$ cat src/rtl/shift_reg_pkg.sv
// Shared encodings for the universal shift register: operation modes and FSM states.
package shift_reg_pkg;

   localparam logic [2:0] MODE_HOLD = 3'b000;
   localparam logic [2:0] MODE_LOAD = 3'b001;
   localparam logic [2:0] MODE_SHL  = 3'b010;
   localparam logic [2:0] MODE_SHR  = 3'b011;
   localparam logic [2:0] MODE_ROL  = 3'b100;
   localparam logic [2:0] MODE_ROR  = 3'b101;

   localparam int unsigned ST_W = 2;
   localparam logic [ST_W-1:0] ST_IDLE  = 2'd0;
   localparam logic [ST_W-1:0] ST_SHIFT = 2'd1;
   localparam logic [ST_W-1:0] ST_DONE  = 2'd2;

endpackage

$ cat src/rtl/universal_shift_reg.sv
// Universal shift register with mode-selected parallel/shift/rotate operations
// and a framed serial transfer (load, shift WIDTH bits out while capturing sin).
module universal_shift_reg
   import shift_reg_pkg::*;
#(
   parameter int unsigned WIDTH     = 4,
   parameter bit          MSB_FIRST = 1'b1
) (
   input  logic             clk,
   input  logic             rst,
   input  logic             en,
   input  logic [2:0]       mode,
   input  logic [WIDTH-1:0] d,
   input  logic             sin,
   input  logic             start,
   output logic [WIDTH-1:0] q,
   output logic             sout,
   output logic             busy,
   output logic             done
);

   localparam int unsigned CW = $clog2(WIDTH + 1);

   logic [WIDTH-1:0] r_q;
   logic [WIDTH-1:0] w_q_nxt;
   logic [CW-1:0]    r_cnt;
   logic [CW-1:0]    w_cnt_nxt;
   logic [ST_W-1:0]  r_state;
   logic [ST_W-1:0]  w_state_nxt;
   logic [WIDTH-1:0] w_shift_tx;

   // Framed shift moves data toward sout; sin fills the vacated end.
   assign w_shift_tx = MSB_FIRST ? {r_q[WIDTH-2:0], sin} : {sin, r_q[WIDTH-1:1]};

   always_ff @(posedge clk or posedge rst) begin
      if (rst) begin
         r_q     <= '0;
         r_cnt   <= '0;
         r_state <= ST_IDLE;
      end else begin
         r_q     <= w_q_nxt;
         r_cnt   <= w_cnt_nxt;
         r_state <= w_state_nxt;
      end
   end

   always_comb begin
      w_q_nxt     = r_q;
      w_cnt_nxt   = r_cnt;
      w_state_nxt = r_state;
      if (en) begin
         case (r_state)
            ST_IDLE: begin
               if (start) begin
                  w_q_nxt     = d;
                  w_cnt_nxt   = '0;
                  w_state_nxt = ST_SHIFT;
               end else begin
                  case (mode)
                     MODE_HOLD: w_q_nxt = r_q;
                     MODE_LOAD: w_q_nxt = d;
                     MODE_SHL:  w_q_nxt = {r_q[WIDTH-2:0], sin};
                     MODE_SHR:  w_q_nxt = {sin, r_q[WIDTH-1:1]};
                     MODE_ROL:  w_q_nxt = {r_q[WIDTH-2:0], r_q[WIDTH-1]};
                     MODE_ROR:  w_q_nxt = {r_q[0], r_q[WIDTH-1:1]};
                     default:   w_q_nxt = r_q;
                  endcase
               end
            end
            ST_SHIFT: begin
               w_q_nxt   = w_shift_tx;
               w_cnt_nxt = r_cnt + CW'(1);
               // The edge doing the WIDTH-th shift ends the frame; counter stops at WIDTH.
               if (r_cnt == CW'(WIDTH - 1)) begin
                  w_state_nxt = ST_DONE;
               end
            end
            ST_DONE: begin
               w_state_nxt = ST_IDLE;
            end
            default: begin
               w_state_nxt = ST_IDLE;
            end
         endcase
      end
   end

   assign q    = r_q;
   assign sout = MSB_FIRST ? r_q[WIDTH-1] : r_q[0];
   assign busy = (r_state == ST_SHIFT);
   assign done = (r_state == ST_DONE);

endmodule

$ cat config.mk
export PLATFORM = sky130hd
export DESIGN_NAME = universal_shift_reg
export DESIGN_NICKNAME = d
export VERILOG_FILES = /design/src/rtl/shift_reg_pkg.sv /design/src/rtl/universal_shift_reg.sv
export SDC_FILE = /design/constraint.sdc
export NUM_CORES = 1
export LEC_CHECK = 0
export BUFFER_PORTS_ARGS = -buffer_cell sky130_fd_sc_hd__buf_2
export CAP_MARGIN = 10
export CELL_PAD_IN_SITES_DETAIL_PLACEMENT = 1
export CELL_PAD_IN_SITES_GLOBAL_PLACEMENT = 1
export CORE_MARGIN = 2
export CORE_UTILIZATION = 30
export DETAILED_ROUTE_END_ITERATION = 12
export MAX_ROUTING_LAYER = met4
export PLACE_DENSITY = 0.75
export REMOVE_ABC_BUFFERS = 1
export SLEW_MARGIN = 5
export SYNTH_ARGS = -nofsm -noshare
export SYNTH_HDL_FRONTEND = slang
export SYNTH_SLANG_ARGS = --single-unit
$ cat constraint.sdc
create_clock -name clk -period 1.5 [get_ports clk]
set_input_delay 0.075 -clock clk [delete_from_list [all_inputs] [get_ports clk]]
set_output_delay 0.075 -clock clk [all_outputs]
set_load 0.01 [all_outputs]
==> impl_metrics.yaml, run 1 <==
status:
  status: "complete, no violations"
logic_synthesis:
  synth_cells: 69
  synthesis.area_sq_um: 647
  synth_area_leaders: "dfrtp_1 35%, nand2_1 5.2%, o21ai_0 4.6%, ha_1 3.9%, mux2_1 3.5%"
  yosysWarnings: 0
  synth_edf_count: 0
  netlist_top_cells_count: "9 x dfrtp_1, 9 x nand2_1, 6 x o21ai_0"
  synth_ff_type: "dfrtp_1"
  ys_ff_latch: 9
  synthArstFlopShare_pct: 100
  ys_types: 33
  yosys.area.top_type: "dfrtp_1"
  syn_area_per_cell_sq_um: 9.37
  seq_area_frac_synth_pct: 34.8
  yosysTopAreaCellShare_pct: 34.8
grt:
  grt_max_degree: 11
  grt_pass1_wl_um: 2830
  grt-ovfl-total: 0
  grt_antenna_before_repair: 0
  grt_usage_pct: 15.0
  grt_pass1_vias: 626
clocking:
  clockBufferDepth: 2
  htree_levels: 1
  clkLatencyLatePin_ns: 0.26
  cts_buffers: 3
  clk_pin_slew_ns: 0.06
  root_buffer: "clkbuf_4"
  clkSinkCount: 9
  cts_tree: "built"
timing:
  tightestPinTransition_ns: 0.432
  skew_ns: 0.000370
  hold_violations: 0
  min_period_over_period_pct: 92.9
  rsz0062_at_grt: "false"
  slew_viol_final: 0
  max_slew_margin_pct: 71.0
  hold_slack_ns: 0.0808
  fmax_mhz: 718
  setup_viol: 0
  tns_ns: 0
  fin_ws_ns: 0.107
  fin_crit_ns: 1.39
setup_path:
  rrSetupSlack_ns: 0.11
  timing.rr.end: "q[2]"
  critPathBufInv: 0
  cp_max_fo: 5
  critPathMaxStageDelay_ns: 0.38
  cp-start-kind: "flip-flop"
  cp_top_family: "flip-flops"
  arrival_ns: 1.54
  r2r_cells: 4
  crit_type: "reg2reg"
  r2r-start: "r_state[1]"
  cp_slowest_cell: "dfrtp_1"
  required_ns: 1.65
  crit_chain: "nand2b_4, and2_1, a221o_1, mux2_1"
  crit_path_end_kind: "flip-flop"
  worstSetupStartpoint: "r_state[1]"
detailed_routing:
  viasPerCell: 5.08
  wirelength_um: 1620
  drc: 0
  drt_first_pass_iters: 4
  final_antenna_net_count: 0
  wl_per_cell_um: 13.2
  dr_total_vias: 625
  drt_iter0_drc: 8
placed_design:
  gp_congestion: 0.790
  post-place-ws_ns: -0.0206
  dp.cells: 118
  hpwl_um: 1330
  io_buffers: 18
die:
  die_x_um: 50.4
  die_h_um: 50.4
  initial_utilization_pct: 32.3
  core_sq_um: 2000
  dieArea_sq_um: 2540
  rows: 16
  ios: 19
pwr:
  p_leak_nw: 0.388
  powerDensity_nw_per_um2: 1750
  irDropWorstVdd_mv: 0.688
cells_and_area:
  insertedDiodeCount: 0
  layout-drive-gt1-share_pct: 37.5
  area_delta_synth_final_pct: 29.4
  fin_util_pct: 41.8
  final.fill_count: 245
  nNetsFinal: 111
  final_cell_count_no_fill: 123
worst_hold_path:
  holdCritStartpoint: "en"
  min_to: "r_state[0]"
  hp-class: "in2reg"
  min_path_cells: 2
flow_run:
  maxCapViolCount: 0
## registers in the layout, indices dropped and copies added, names as in the netlist
| signal | flops |
|---|---|
| q | 4 |
| r_cnt | 3 |
| r_state | 2 |
## where the power goes
group / internal (mW) / total [mW] / switching, mW
Combinational: 0.405 / 0.803 / 0.398
Clock: 0.103 / 0.188 / 0.0858
Sequential: 0.358 / 0.471 / 0.113
Total: 0.865 / 1.46 / 0.597
## per-stage QoR
stage	cell area [sq um]	total power [mW]
6_report	837	1.46
5_1_grt	837	1.61
4_1_cts	827	1.45
3_5_place_dp	791	1.25
3_3_place_gp	791	1.22
2_1_floorplan	614	0.908
## layer usage
metal  routed length (um)  GRT usage (%)  vias up
li1                     -              -      309
met1                  764           19.4      293
met2                  757           24.1       20
met3                   86           2.98        3
met4                   12           4.05        0
met5                    0              -        -
## placed cells by master (no fill, tap or decap), types with 3 or more instances in the layout
master and instances:
buf_2 18, buf_4 7, clkbuf_4 3, dfrtp_1 9
inv_1 4, nand2_1 9, nor2_1 3, nor2b_1 3
o21ai_0 6
## logic make-up after synthesis
group                      Yosys count  share of synthesized area [%]
and+or+nand+nor                     26                           21.5
buffers and inverters                8                           7.93
AOI/OAI and AO/OA                   21                           27.1
adders and majority gates            2                           3.87
muxes                                2                           3.48
xor gates and xnor gates             1                           1.35
DFF                                  9                           34.8
## area by class of cell
type	count	area [sq um]	area share, %
Clock buffer	4	26.3	3.14
Inverter	5	18.8	2.24
Multi-Input combinational cell	52	380	45.4
Sequential cell	9	225	26.9
Tap cell	27	33.8	4.04
Timing Repair Buffer	26	153	18.2
## timing repair
| action | 4_1_cts | 5_1_grt |
|---|---|---|
| resized for setup | 0 | 4 |
| hold endpoints to repair | 9 | 0 |
| hold buffers | 1 | 0 |
| setup endpoints to repair | 0 | 2 |
| setup buffers | 0 | 0 |
## worst max-delay path by stage
| stage | slack [ns] | endpoint | cells after the start |
|---|---|---|---|
| final | 0.11 | q[2] | 4 |
| after global routing | 0.05 | q[1] | 4 |
| after CTS | 0.003 | q[1] | 5 |
| after detailed placement | -0.02 | q[1] | 5 |
| after global placement | 0.04 | q[2] | 5 |
| after floorplan | 0.004 | q[1] | 5 |
## worst reg2reg max path: cells and delay by family (launching register included)
kind | cells | cell delay (ns)
AND/OR/NAND/NOR | 2 | 0.33
flip-flops | 1 | 0.38
AO/OA/AOI/OAI | 1 | 0.29
multiplexers | 1 | 0.28
(Power assumes the default switching activity.)
==> run 2: changes to the inputs <==
--- a/config.mk
+++ b/config.mk
@@ -10,12 +10,11 @@
 export CELL_PAD_IN_SITES_DETAIL_PLACEMENT = 1
 export CELL_PAD_IN_SITES_GLOBAL_PLACEMENT = 1
 export CORE_MARGIN = 2
-export CORE_UTILIZATION = 30
+export CORE_UTILIZATION = 25
 export DETAILED_ROUTE_END_ITERATION = 12
 export MAX_ROUTING_LAYER = met4
-export PLACE_DENSITY = 0.75
+export PLACE_DENSITY = 0.66
 export REMOVE_ABC_BUFFERS = 1
-export SLEW_MARGIN = 5
 export SYNTH_ARGS = -nofsm -noshare
 export SYNTH_HDL_FRONTEND = slang
 export SYNTH_SLANG_ARGS = --single-unit
==> run 2 against run 1 <==
Against the previous run: clock power is 3% higher; flip-flop and latch count is the same; design area rose by 1.0%; sequential share of layout area down 0.28 points; worst setup slack got worse by 0.0060 ns; critical endpoint is now q[1]; largest cell class unchanged; largest power group unchanged.
==> impl_metrics.yaml, run 2 (synthesized netlist as in run 1, its figures left out) <==
cells_and_area:
  final.fill_count: 305
  insertedDiodeCount: 0
  multiInputGateArea_sq_um: 378
  nNetsFinal: 112
  largest_register_ff_count: 4
  final_common_cell: "buf_2"
  most-common-layout-cells: "18 x buf_2, 9 x nand2_1, 9 x dfrtp_1, 8 x buf_4, 6 x o21ai_0"
  final_area_sq_um: 846
  layout-drive-gt1-share_pct: 37.1
  regArea_sq_um: 225
  area_delta_synth_final_pct: 30.8
detailed_routing:
  viasPerCell: 5.00
  drt_iter0_drc: 4
  wirelength_um: 1730
  drt_first_pass_iters: 2
  wl_per_cell_um: 13.6
  drc: 0
  dr_total_vias: 635
  final_antenna_net_count: 0
clocking:
  htree_levels: 1
  clkLatencyLatePin_ns: 0.26
  clkSinkCount: 9
  clk_pin_slew_ns: 0.07
  root_buffer: "clkbuf_4"
  post_cts_buffers: 0
  cts_tree: "built"
  cts_buffers: 3
  clockBufferDepth: 2
pwr:
  powerDensity_nw_per_um2: 1750
  combPwrFrac_pct: 55.5
  power_mw: 1.48
  irDropWorstVdd_mv: 0.783
  swShare_pct: 41.3
  p_switching_mw: 0.611
  p_int_mw: 0.868
  p_clk_share_pct: 13.1
  seq_power_share_pct: 31.4
  p_leak_nw: 0.392
timing:
  fmax_mhz: 715
  setup_viol: 0
  hold_violations: 0
  skew_ns: 0.00272
  max_slew_margin_pct: 72.8
  fin_crit_ns: 1.40
  rsz0062_at_grt: "false"
  slew_viol_final: 0
  tightestPinTransition_ns: 0.405
  min_period_over_period_pct: 93.3
grt:
  grt_antenna_before_repair: 0
  grt-ovfl-total: 0
  grt_max_degree: 11
  grt_usage_pct: 14.3
  grt_pass1_vias: 660
  grt_pass1_wl_um: 2950
setup_path:
  critPathMaxStageDelay_ns: 0.38
  cp-start-kind: "flip-flop"
  rrSetupSlack_ns: 0.10
  required_ns: 1.65
  crit_type: "reg2reg"
  crit_chain: "nand2b_4, and2_1, a221o_1, mux2_1"
  critPathBufInv: 0
  crit_path_end_kind: "flip-flop"
  cp_max_fo: 5
  cp_slowest_cell: "dfrtp_1"
  cp_top_family: "flip-flops"
  arrival_ns: 1.54
die:
  core_sq_um: 2450
  die_x_um: 54.9
  rows: 18
  dieArea_sq_um: 3010
  ios: 19
  initial_utilization_pct: 26.4
  die_h_um: 54.9
placed_design:
  hpwl_um: 1430
  gp_congestion: 0.749
  io_buffers: 18
  placed_cell_area_sq_um: 802
flow_run:
  maxCapViolCount: 0
worst_hold_path:
  hp-class: "in2reg"
status:
  status: "complete, no violations"
[run 2: power by group through the flow]
stage | Clock (mW) | Combinational, mW | Sequential (mW)
after floorplan | 0 | 0.418 | 0.490
after global routing | 0.210 | 0.916 | 0.487
final | 0.194 | 0.821 | 0.465
after global placement | 0 | 0.766 | 0.464
after detailed placement | 0 | 0.808 | 0.460
after CTS | 0.200 | 0.819 | 0.465
[run 2: worst paths after layout]
kind	from	to	cells past startpoint
max reg2reg	r_state[1]	q[1]	4
min	en	r_state[0]	2
min reg2reg	r_cnt[0]	r_cnt[0]	1
max	r_state[1]	q[1]	4
max in group asynchronous	rst	r_state[1]	3
min in group asynchronous	rst	q[0]	3
[run 2: what timing repair did]
action,in CTS,in global routing
resized for setup,2,1
setup endpoints to repair,2,2
hold endpoints to repair,9,0
hold buffers,1,0
[run 2: layer usage]
metal	vias to the layer above	track usage [%]	wire (um)
met5	-	-	0
met4	0	5.00	10
met3	2	3.55	108
met2	19	24.2	823
met1	307	16.1	791
li1	307	-	-
[run 2: final cells by class]
cell class              instances  area share, %
flip-flops and latches          9           26.6
inverters                       5           2.22
multi-input cells              52           44.7
clock buffers                   4           3.11
repair buffers                 27           18.9
well taps                      30           4.44
[run 2: metrics by stage]
stage	cells	util, %	worst slack [ns]	TNS (ns)	hold slack [ns]
2_1_floorplan	66	-	0.00427	0	-0.0971
3_3_place_gp	122	32.7	0.0172	0	0.0617
3_5_place_dp	122	32.7	-0.00813	-0.00813	0.0671
4_1_cts	127	34.3	0.0228	0	0.0599
5_1_grt	127	34.5	0.0214	0	0.0649
6_report	127	34.5	0.101	0	0.0646
